<file path="src/rtl/host_bus_initiator.sv">
// host_bus_initiator: host-side sequencer for the Xosera 8-bit async bus, one request per S+A+H+R+1 clks;
// req_ready_o stays low for the whole access. Define HOST_BUS_RDSYNC_EN for a 2-flop read-data synchronizer.
module host_bus_initiator #(
  parameter int SETUP_CLKS   = 2,
  parameter int ACTIVE_CLKS  = 8,
  parameter int HOLD_CLKS    = 2,
  parameter int RECOVER_CLKS = 4
) (
  input  logic       clk,
  input  logic       reset_n_i,
  input  logic       req_valid_i,
  output logic       req_ready_o,
  input  logic       req_rd_nwr_i,
  input  logic [3:0] req_reg_num_i,
  input  logic       req_bytesel_i,
  input  logic [7:0] req_data_i,
  output logic       rsp_valid_o,
  output logic [7:0] rsp_data_o,
  output logic       bus_cs_n_o,
  output logic       bus_rd_nwr_o,
  output logic [3:0] bus_reg_num_o,
  output logic       bus_bytesel_o,
  output logic [7:0] bus_data_o,
  output logic       bus_data_oe_o,
  input  logic [7:0] bus_data_i
);

  localparam int MAX_SA   = (SETUP_CLKS > ACTIVE_CLKS) ? SETUP_CLKS : ACTIVE_CLKS;
  localparam int MAX_HR   = (HOLD_CLKS > RECOVER_CLKS) ? HOLD_CLKS : RECOVER_CLKS;
  localparam int MAX_CLKS = (MAX_SA > MAX_HR) ? MAX_SA : MAX_HR;
  localparam int CW       = $clog2(MAX_CLKS + 1);

  localparam logic [CW-1:0] S_LD = CW'(SETUP_CLKS - 1);
  localparam logic [CW-1:0] A_LD = CW'(ACTIVE_CLKS - 1);
  localparam logic [CW-1:0] H_LD = CW'(HOLD_CLKS - 1);
  localparam logic [CW-1:0] R_LD = CW'((RECOVER_CLKS > 0) ? RECOVER_CLKS - 1 : 0);

  generate
    if (SETUP_CLKS < 1 || ACTIVE_CLKS < 1 || HOLD_CLKS < 1 || RECOVER_CLKS < 0) begin : g_bad_timing
      $error("host_bus_initiator: illegal phase length parameter");
    end
  endgenerate

  typedef enum logic [2:0] {
    ST_IDLE,
    ST_SETUP,
    ST_ACTIVE,
    ST_HOLD,
    ST_RECOVER
  } state_t;

  state_t        state_q, state_d;
  logic [CW-1:0] cnt_q, cnt_d;
  logic          ready_q, ready_d;
  logic          rsp_vld_q, rsp_vld_d;
  logic [7:0]    rsp_dat_q, rsp_dat_d;
  logic          cs_n_q, cs_n_d;
  logic          rd_nwr_q, rd_nwr_d;
  logic [3:0]    reg_num_q, reg_num_d;
  logic          bytesel_q, bytesel_d;
  logic [7:0]    dat_q, dat_d;
  logic          oe_q, oe_d;
  logic [7:0]    cap_dat;

`ifdef HOST_BUS_RDSYNC_EN
  logic [7:0] sync1_q, sync2_q;

  always_ff @(posedge clk or negedge reset_n_i) begin
    if (!reset_n_i) begin
      sync1_q <= 8'h00;
      sync2_q <= 8'h00;
    end else begin
      sync1_q <= bus_data_i;
      sync2_q <= sync1_q;
    end
  end

  assign cap_dat = sync2_q;

  generate
    if (ACTIVE_CLKS < 3) begin : g_bad_active
      $error("host_bus_initiator: ACTIVE_CLKS must be >= 3 with the read synchronizer");
    end
  endgenerate
`else
  assign cap_dat = bus_data_i;
`endif

  always_comb begin
    state_d   = state_q;
    cnt_d     = cnt_q;
    ready_d   = ready_q;
    rsp_vld_d = 1'b0;
    rsp_dat_d = rsp_dat_q;
    cs_n_d    = cs_n_q;
    rd_nwr_d  = rd_nwr_q;
    reg_num_d = reg_num_q;
    bytesel_d = bytesel_q;
    dat_d     = dat_q;
    oe_d      = oe_q;
    case (state_q)
      ST_IDLE: begin
        if (req_valid_i) begin
          state_d   = ST_SETUP;
          cnt_d     = S_LD;
          ready_d   = 1'b0;
          rd_nwr_d  = req_rd_nwr_i;
          reg_num_d = req_reg_num_i;
          bytesel_d = req_bytesel_i;
          dat_d     = req_data_i;
          oe_d      = ~req_rd_nwr_i;
        end
      end
      ST_SETUP: begin
        if (cnt_q == '0) begin
          state_d = ST_ACTIVE;
          cnt_d   = A_LD;
          cs_n_d  = 1'b0;
        end else begin
          cnt_d = cnt_q - CW'(1);
        end
      end
      ST_ACTIVE: begin
        // The last CS-low cycle is where the receiver's read data has settled.
        if (cnt_q == '0) begin
          state_d   = ST_HOLD;
          cnt_d     = H_LD;
          cs_n_d    = 1'b1;
          rsp_vld_d = 1'b1;
          if (rd_nwr_q) begin
            rsp_dat_d = cap_dat;
          end
        end else begin
          cnt_d = cnt_q - CW'(1);
        end
      end
      ST_HOLD: begin
        if (cnt_q == '0) begin
          oe_d     = 1'b0;
          rd_nwr_d = 1'b1;
          if (RECOVER_CLKS == 0) begin
            state_d = ST_IDLE;
            ready_d = 1'b1;
          end else begin
            state_d = ST_RECOVER;
            cnt_d   = R_LD;
          end
        end else begin
          cnt_d = cnt_q - CW'(1);
        end
      end
      ST_RECOVER: begin
        if (cnt_q == '0) begin
          state_d = ST_IDLE;
          ready_d = 1'b1;
        end else begin
          cnt_d = cnt_q - CW'(1);
        end
      end
      default: begin
        state_d = ST_IDLE;
        ready_d = 1'b1;
        cs_n_d  = 1'b1;
        oe_d    = 1'b0;
      end
    endcase
  end

  always_ff @(posedge clk or negedge reset_n_i) begin
    if (!reset_n_i) begin
      state_q   <= ST_IDLE;
      cnt_q     <= '0;
      ready_q   <= 1'b1;
      rsp_vld_q <= 1'b0;
      rsp_dat_q <= 8'h00;
      cs_n_q    <= 1'b1;
      rd_nwr_q  <= 1'b1;
      reg_num_q <= 4'h0;
      bytesel_q <= 1'b0;
      dat_q     <= 8'h00;
      oe_q      <= 1'b0;
    end else begin
      state_q   <= state_d;
      cnt_q     <= cnt_d;
      ready_q   <= ready_d;
      rsp_vld_q <= rsp_vld_d;
      rsp_dat_q <= rsp_dat_d;
      cs_n_q    <= cs_n_d;
      rd_nwr_q  <= rd_nwr_d;
      reg_num_q <= reg_num_d;
      bytesel_q <= bytesel_d;
      dat_q     <= dat_d;
      oe_q      <= oe_d;
    end
  end

  assign req_ready_o   = ready_q;
  assign rsp_valid_o   = rsp_vld_q;
  assign rsp_data_o    = rsp_dat_q;
  assign bus_cs_n_o    = cs_n_q;
  assign bus_rd_nwr_o  = rd_nwr_q;
  assign bus_reg_num_o = reg_num_q;
  assign bus_bytesel_o = bytesel_q;
  assign bus_data_o    = dat_q;
  assign bus_data_oe_o = oe_q;

endmodule

</file>
<file path="config.mk">
export PLATFORM = sky130hd
export DESIGN_NAME = host_bus_initiator
export DESIGN_NICKNAME = d
export VERILOG_FILES = /design/src/rtl/host_bus_initiator.sv
export SDC_FILE = /design/constraint.sdc
export NUM_CORES = 1
export LEC_CHECK = 0
export ABC_AREA = 1
export CORE_MARGIN = 3
export CORE_UTILIZATION = 42
export CTS_BUF_LIST = sky130_fd_sc_hd__clkbuf_4 sky130_fd_sc_hd__clkbuf_8
export DETAILED_ROUTE_END_ITERATION = 10
export PLACE_DENSITY = 0.77
export SLEW_MARGIN = 0
export SYNTH_ARGS = -nofsm -noshare
export SYNTH_HDL_FRONTEND = slang
export SYNTH_SLANG_ARGS = --single-unit
</file>
<file path="constraint.sdc">
create_clock -name clk -period 1.2 [get_ports clk]
set_input_delay 0.36 -clock clk [delete_from_list [all_inputs] [get_ports clk]]
set_output_delay 0.36 -clock clk [all_outputs]
set_load 0.02 [all_outputs]
</file>
# [Yosys cells after proc, flatten, opt, wreduce, memory -nomap -nowiden]
# Index checks and enable logic that the tools add are counted.
[totals] regBits=33 mem_bits_ro=0 inputBits=25 ram_bits=0 n_memories=0 latchBits=0 output_inout_bits=26
[op_classes] shifts=0 n_bitwise=4 n_mul=0 eq_ne=10 mux=23 reduce_logical=15 div_mod_pow=0 add_sub_neg=1 magnitude_cmp=0
[ops] op="two-way mux 4 bit" n=5
[ops] op="case mux 4 bit (5 select lines)" n=1
[ops] op="AND reduction 3 bit" n=6
[ops] op="two-way mux 3 bit" n=5
[ops] op="case mux 3 bit (5 select lines)" n=1
[ops] op="inequality test 2 bit, second input constant" n=6
[ops] op="case mux 1 bit (3 select lines)" n=3
[ops] op="OR reduction 3 bit" n=3
[ops] op="two-way mux 1 bit" n=7
[ops] op="== test 3 x 2 -> 1 bit, second input constant" n=2
[ops] op="AND reduction 5 bit" n=1
[ops] op="nonzero test 5 bit" n=1
[ops] op="zero test 4 bit" n=1
[ops] op="inverter 1 bit" n=4
[ops] op="subtractor 4 x 1 -> 4 bit, second input constant" n=1
[ops] op="== test 3 x 1 -> 1 bit, second input constant" n=1
[ops] op="== test 3 bit, second input constant" n=1
[ops] op="zero test 3 bit" n=1
[ops] op="case mux 1 bit (2 select lines)" n=1
[ops] op="AND reduction 2 bit" n=1
[ops] op="nonzero test 2 bit" n=1

# [Longest topological paths before layout]
# Gate-level depths: netlist of the first run.
[logic_depth] depth_word=4 ltp_mapped=9

# [Least setup slack after synthesis of the first run]
# No wires, ideal clock.
[synth_path] path_kind="register -> register" start="register cnt_q[0]" end="register cnt_q[2]" setup_ns=0.116 required_ns=1.084 path_slack_ns=-0.032 path_stages_with_launch=10 arrival_ns=1.115 synth_period_minus_slack_ns=1.232 path_buffers=0 cell_sequence="dfrtp_1 -> inv_1 -> ha_1 -> nand2_2 -> nand2_1 -> nand2_1 -> nand2_1 -> nand2_1 -> nand2_1 -> nand2_1"
[synth_between] elab_chain_cells=3
[synth_rtl] element="from (decl)" line_no="53" text="logic [CW-1:0] cnt_q, cnt_d;"
[synth_rtl] element="from (signal assigned)" line_no="184" text="cnt_q <= cnt_d;"
[synth_rtl] element="subtractor 4 x 1 -> 4 bit or zero test 4 bit (tied branches)"
[synth_rtl] element="two-way mux 4 bit (tied with other cells)" line_no="153" text="if (cnt_q == '0) begin"
[synth_rtl] element="case mux 4 bit (5 select lines) or AND reduction 3 bit (tied branches)"
# Parallel ways exist; a longest one is shown, timed or not. The select of a mux whose other input is x is not followed.
# A chain may end at the register's enable or synchronous reset.

# [Final worst setup path of the first run]
[layout_path] start="register rd_nwr_q (netlist: bus_rd_nwr_o)" end="output bus_rd_nwr_o"
[layout_rtl] element="from (decl)" line_no="58" text="logic rd_nwr_q, rd_nwr_d;"
[layout_rtl] element="from (signal assigned)" line_no="189" text="rd_nwr_q <= rd_nwr_d;"
[layout_rtl] element="to (decl)" line_no="20" text="output logic bus_rd_nwr_o,"
# No word-level cell between the ends.

==> flow_summary.yaml, run 1 <==
logic_synthesis:
  syn_inst: 187
  ys_top_cells_by_area: "dfrtp_1 (49%), nand2_1 (23%), dfstp_2 (5.2%)"
  synthesis.nets: 214
  synth.distinct_cells: 21
  yosysTopAreaCell: "dfrtp_1"
  synth_xor_area_share_pct: 1.15
  synth_top_area_share_pct: 49.1
  avgSynthCellArea_um2: 8.17
  seq_area_frac_synth_pct: 54.3
  syn_area_um2: 1530
  yosys.area_share.adder_pct: 1.64
  synth_warnings: 0
  synthMuxAreaShare_pct: 0
  synth-simple-area-share_pct: 33.0
  synth_top_family_by_area: "simple AND/OR/NAND/NOR gates"
  ys_seq_elements: 33
  synth-compound-area-share_pct: 5.00
grt:
  grt_start_max_net_pins: 34
  grt_pass1_wl_um: 6800
  grt_pass1_vias: 1546
  globalRouteOverflowTotal: 0
  grt_util_all_layers_pct: 20.2
  antenna_found_initial: 0
floorplanning:
  ios: 51
  dieArea_um2: 4400
  die_h_um: 66.3
  core-area_um2: 3420
  rows: 21
  start_util_pct: 44.7
  chipWidth_um: 66.3
setup_path:
  crit_buf_inv: 1
  crit_fanout: 2
  crit_chain: "buf_6"
  worstSetupPathType: "flop to output port"
  critPathArrivalTime_ns: 1.01
  start_kind: "flop"
  cp_slowest_cell: "dfstp_2"
  cp_slowest_stage_delay_ns: 0.55
  required_ns: 0.84
  critPathCaptureType: "output port"
  crit_family: "flip-flops"
clocking:
  worstSkewPairLatency_ns: 0.34
  cts_tree: "done"
  clk_pin_slew_ns: 0.11
  numCtsBuffers: 5
  cts-hold-fix-buffers: 0
  cts.sinks: 33
  clockBufferDepth: 2
  root_buffer: "clkbuf_4"
  h-tree-depth: 2
power:
  irDropWorstVdd_mv: 1.80
  total_power_w: 0.00840
  p_per_area_nw_per_um2: 2920
  leakage_nw: 1.41
sta:
  max-slew-margin-rel_pct: 83.5
  setup-tns-final_ns: -3.59
  drv_slew: 0
  rsz0062_at_grt: "true"
  timing.fmax_mhz: 732
  fin_crit_ns: 1.37
  clock_skew_ns: 0.00802
  setup_slack_ns: -0.167
  setup-violations-final: 59
  finalCritPeriodShare_pct: 114
  worstMarginPinSlew_ns: 0.245
  finalHoldViolCount: 0
placed_design:
  place.port_buffers: 50
  place_area_um2: 2250
  dp_hpwl_um: 2650
  gp_congestion: 0.832
final_layout:
  fin_nets: 311
  fill_cells: 175
  design_area_um2: 2880
  multi_input_area_um2: 968
  n_antenna_cell: 0
  drive_above_1_share_pct: 50.2
  syn_to_final_growth_pct: 88.6
  seq_area_um2: 831
route:
  via_per_inst: 5.01
  wl_per_cell_um: 15.1
  drt_iter0_markers: 120
  ant_nets: 0
  drtPass1Iterations: 4
  vias: 1659
  drc: 0
  wl_um: 5000
status:
  violations: "negative setup slack"
  status: "finished with violations"
job:
  cap_violations: 0
min_path:
  worst_hold_path_type: "input port to async pin"
==> placed cells by master (no fill, tap or decap), drive strengths merged <==
cell,n
clkinv,1
ha,2
nand2,99
nand3,9
clkdlybuf4s50,24
dfstp,3
buf,67
a31oi,1
clkbuf,7
dfrtp,30
a21oi,3
nor2,13
o21ai,11
inv,12
nor3,1
xnor2,2
==> report_power, final <==
part / total, W / internal (W) / switching, W
Combinational: 0.00559 / 0.00265 / 0.00294
Clock: 0.000736 / 0.000339 / 0.000397
Sequential: 0.00208 / 0.00165 / 0.000425
Total: 0.00840 / 0.00464 / 0.00376
==> synth_stat cells (all sizes together) <==
cell type  count
buf            3
a21oi          3
xnor2          2
o21ai         11
dfstp          3
nor2          13
nand2         98
inv           12
nor3           1
dfrtp         30
ha             2
nand3          8
a31oi          1
==> stage by stage <==
stage                     std cells  hold WS, ns  util (%)  worst slack [ns]
after detailed placement        303        0.458      66.0            -0.320
after global placement          303        0.452      66.0            -0.311
after global routing            331        0.374      84.4            -0.221
after floorplan                 187       0.0644         -           0.00891
final                           331        0.375      84.4            -0.167
after CTS                       323        0.382      74.9            -0.172
==> flip-flops by register name, summed over array words and instances (netlist names) <==
signal / flops
rsp_data_o: 8
bus_data_o: 8
bus_cs_n_o: 1
bus_rd_nwr_o: 1
state_q: 3
bus_data_oe_o: 1
req_ready_o: 1
bus_reg_num_o: 4
cnt_q: 4
rsp_valid_o: 1
bus_bytesel_o: 1
==> logic make-up after synthesis <==
logic type	Yosys count
adder cells (fa/ha/maj)	2
XOR/XNOR	2
flip-flops	33
buffers and inverters	15
AO/OA/AOI/OAI	15
AND/OR/NAND/NOR	120
==> metal layers <==
layer	vias to the layer above	track usage [%]	wire, µm
li1	780	-	-
met1	802	23.4	1910
met2	61	36.1	2680
met3	16	6.46	286
met4	0	4.57	124
met5	-	0	0
==> final cells by class <==
| cell class | count | area share (%) |
|---|---|---|
| clock buffer | 7 | 2.26 |
| clock inverter | 1 | 0.174 |
| inverter | 12 | 1.82 |
| tap | 46 | 2.00 |
| multi-input combinational | 141 | 33.6 |
| timing repair buffer | 91 | 31.3 |
| sequential | 33 | 28.8 |
==> path summary, 6_finish.rpt <==
path / startpoint / end / slack [ns] / cells after the start
min in group clk: bus_data_o[1] / bus_data_o[1] / 0.51 / 2
worst min register to register: bus_data_o[1] / bus_data_o[1] / 0.51 / 2
worst max-delay path: bus_rd_nwr_o / bus_rd_nwr_o / -0.17 / 1
worst min-delay path: reset_n_i / bus_data_o[1] / 0.37 / 2
worst max register to register: state_q[0] / state_q[0] / -0.15 / 8
max in group asynchronous: reset_n_i / bus_rd_nwr_o / 0.57 / 2
==> repair_timing <==
action | in CTS | in global routing
pin swaps | 18 | 35
gates cloned | 1 | 1
resized for setup | 187 | 69
setup buffers | 11 | 8
setup endpoints to repair | 44 | 56
(Power assumes the default switching activity.)
==> run 2: changes to the inputs <==
Settings changed: CORE_ASPECT_RATIO set to 0.75, SKIP_CTS_REPAIR_TIMING set to 1.
==> run 2 against run 1 <==
  * The run still ends with negative setup slack left
  * Routed wire length down 13%
  * Clock-buffer cell count down 1
  * Maximum frequency up 1.4%
  * Register-to-register slack about the same
  * Worst setup slack better by 0.019 ns
  * Combinational power down 19%
  * Final cell count down 3.9%
  * Sequential power about the same
  * Non-clock buffer count down 6
  * Die area up 0.17%
  * Sequential cell count unchanged
  * Global-route usage down 2.6 points
  * Largest cell class is now sequential cells
  * Highest routed layer unchanged
==> flow_summary.yaml, run 2 (synthesis gave the netlist of run 1 again) <==
clocking:
  h-tree-depth: 2
  cts_tree: "done"
  clk_pin_slew_ns: 0.07
  worstSkewPairLatency_ns: 0.28
  numCtsBuffers: 5
  root_buffer: "clkbuf_8"
  clockBufferDepth: 2
  cts.sinks: 33
sta:
  worstMarginPinSlew_ns: 0.220
  setup-tns-final_ns: -1.44
  finalCritPeriodShare_pct: 112
  clock_skew_ns: 0.00363
  max-slew-margin-rel_pct: 85.2
  setup_slack_ns: -0.148
  fin_crit_ns: 1.35
  rsz0062_at_grt: "true"
  drv_slew: 0
  setup-violations-final: 31
  finalHoldViolCount: 0
  timing.fmax_mhz: 742
floorplanning:
  start_util_pct: 45.2
  dieArea_um2: 4400
  core-area_um2: 3380
  ios: 51
  chipWidth_um: 75.6
  die_h_um: 58.2
  rows: 18
setup_path:
  cp_slowest_stage_delay_ns: 0.40
  worstReg2RegStart: "cnt_q[0]"
  worstSetupPathType: "flop to flop"
  crit_family: "simple AND/OR/NAND/NOR gates"
  crit_fanout: 8
  crit_chain: "inv_2 -> ha_4 -> nand2_8 -> nand2_4 -> nand2_1 -> nand2_1 -> nand2_1 -> nand2_1 -> nand2_1"
  crit_buf_inv: 1
  start_kind: "flop"
  required_ns: 1.37
  cp_slowest_cell: "dfrtp_1"
  critPathArrivalTime_ns: 1.52
  startpoint: "cnt_q[0]"
  critPathCaptureType: "flop"
  critical_path.most_common_cell: "nand2_1"
final_layout:
  design_area_um2: 2600
  n_antenna_cell: 0
  drive_above_1_share_pct: 42.1
  fin_nets: 304
  layoutNonFillerInstCount: 318
  layout_commonest_cell: "nand2_1"
  syn_to_final_growth_pct: 69.9
  layout_common_cells: "nand2_1 (81), buf_4 (30), dfrtp_1 (28)"
placed_design:
  place_area_um2: 2270
  gp_congestion: 0.808
  dp_hpwl_um: 2740
  dp_slack_ns: -0.276
  dpl.cell_count: 300
  place.port_buffers: 50
min_path:
  worst_hold_path_type: "input port to async pin"
route:
  ant_nets: 0
  drt_iter0_markers: 86
  wl_um: 4330
  drtPass1Iterations: 4
  vias: 1543
  drc: 0
  via_per_inst: 4.85
  wl_per_cell_um: 13.6
grt:
  antenna_found_initial: 0
  grt_util_all_layers_pct: 17.6
  globalRouteOverflowTotal: 0
  grt_start_max_net_pins: 34
  grt_pass1_vias: 1331
  grt_pass1_wl_um: 5870
status:
  status: "finished with violations"
  violations: "negative setup slack"
power:
  p_per_area_nw_per_um2: 2850
  total_power_w: 0.00739
  leakage_nw: 1.33
  irDropWorstVdd_mv: 1.44
job:
  cap_violations: 0
## run 2: cell count changes in the layout (fill, tap and decap cells not counted), sizes merged
cell and delta:
buf -13, clkbuf +6, clkinv +1, nand2 -1
## run 2: worst reg2reg max path, stage by stage, from the launching register on
cell	delay [ns]
dfrtp_1	0.40
inv_2	0.11
ha_4	0.20
nand2_8	0.10
nand2_4	0.09
nand2_1	0.07
nand2_1	0.07
nand2_1	0.06
nand2_1	0.09
nand2_1	0.06
## run 2: final timing paths
path,endpoint,slack (ns),cells after the start
worst max-delay path,cnt_q[2],-0.15,9
worst min-delay path,bus_data_o[0],0.45,2
worst max register to register,cnt_q[2],-0.15,9
worst min register to register,bus_data_o[7],0.47,2
max in group asynchronous,req_ready_o,0.50,2
min in group clk,bus_data_o[7],0.47,2
## run 2: final cells by class
type | count | area, µm²
Multi-Input combinational cell | 140 | 811
Clock buffer | 6 | 76.3
Sequential cell | 33 | 832
Fill cell | 239 | 782
Inverter | 12 | 50.0
Clock inverter | 2 | 10.0
Tap cell | 40 | 50.0
Timing Repair Buffer | 85 | 767
## run 2: through the flow
| step | hold WS (ns) | util, % |
|---|---|---|
| final | 0.445 | 76.9 |
| after floorplan | 0.0644 | - |
| after detailed placement | 0.458 | 67.1 |
| after CTS | 0.456 | 69.7 |
| after global placement | 0.453 | 67.1 |
| after global routing | 0.480 | 76.9 |
## run 2: layer usage
metal	share of wire (%)	global-route usage (%)	wire [µm]	up-vias
li1	-	-	-	766
met1	43	23.9	1860	707
met2	47	27.1	2040	64
met3	8.5	6.41	366	6
met4	1.3	3.74	55	0
met5	0	0	0	-
## run 2: report_power, final
part / total, W / internal (W) / switching (W)
Combinational: 0.00451 / 0.00208 / 0.00243
Sequential: 0.00206 / 0.00166 / 0.000405
Clock: 0.000823 / 0.000424 / 0.000398
Total: 0.00739 / 0.00417 / 0.00323
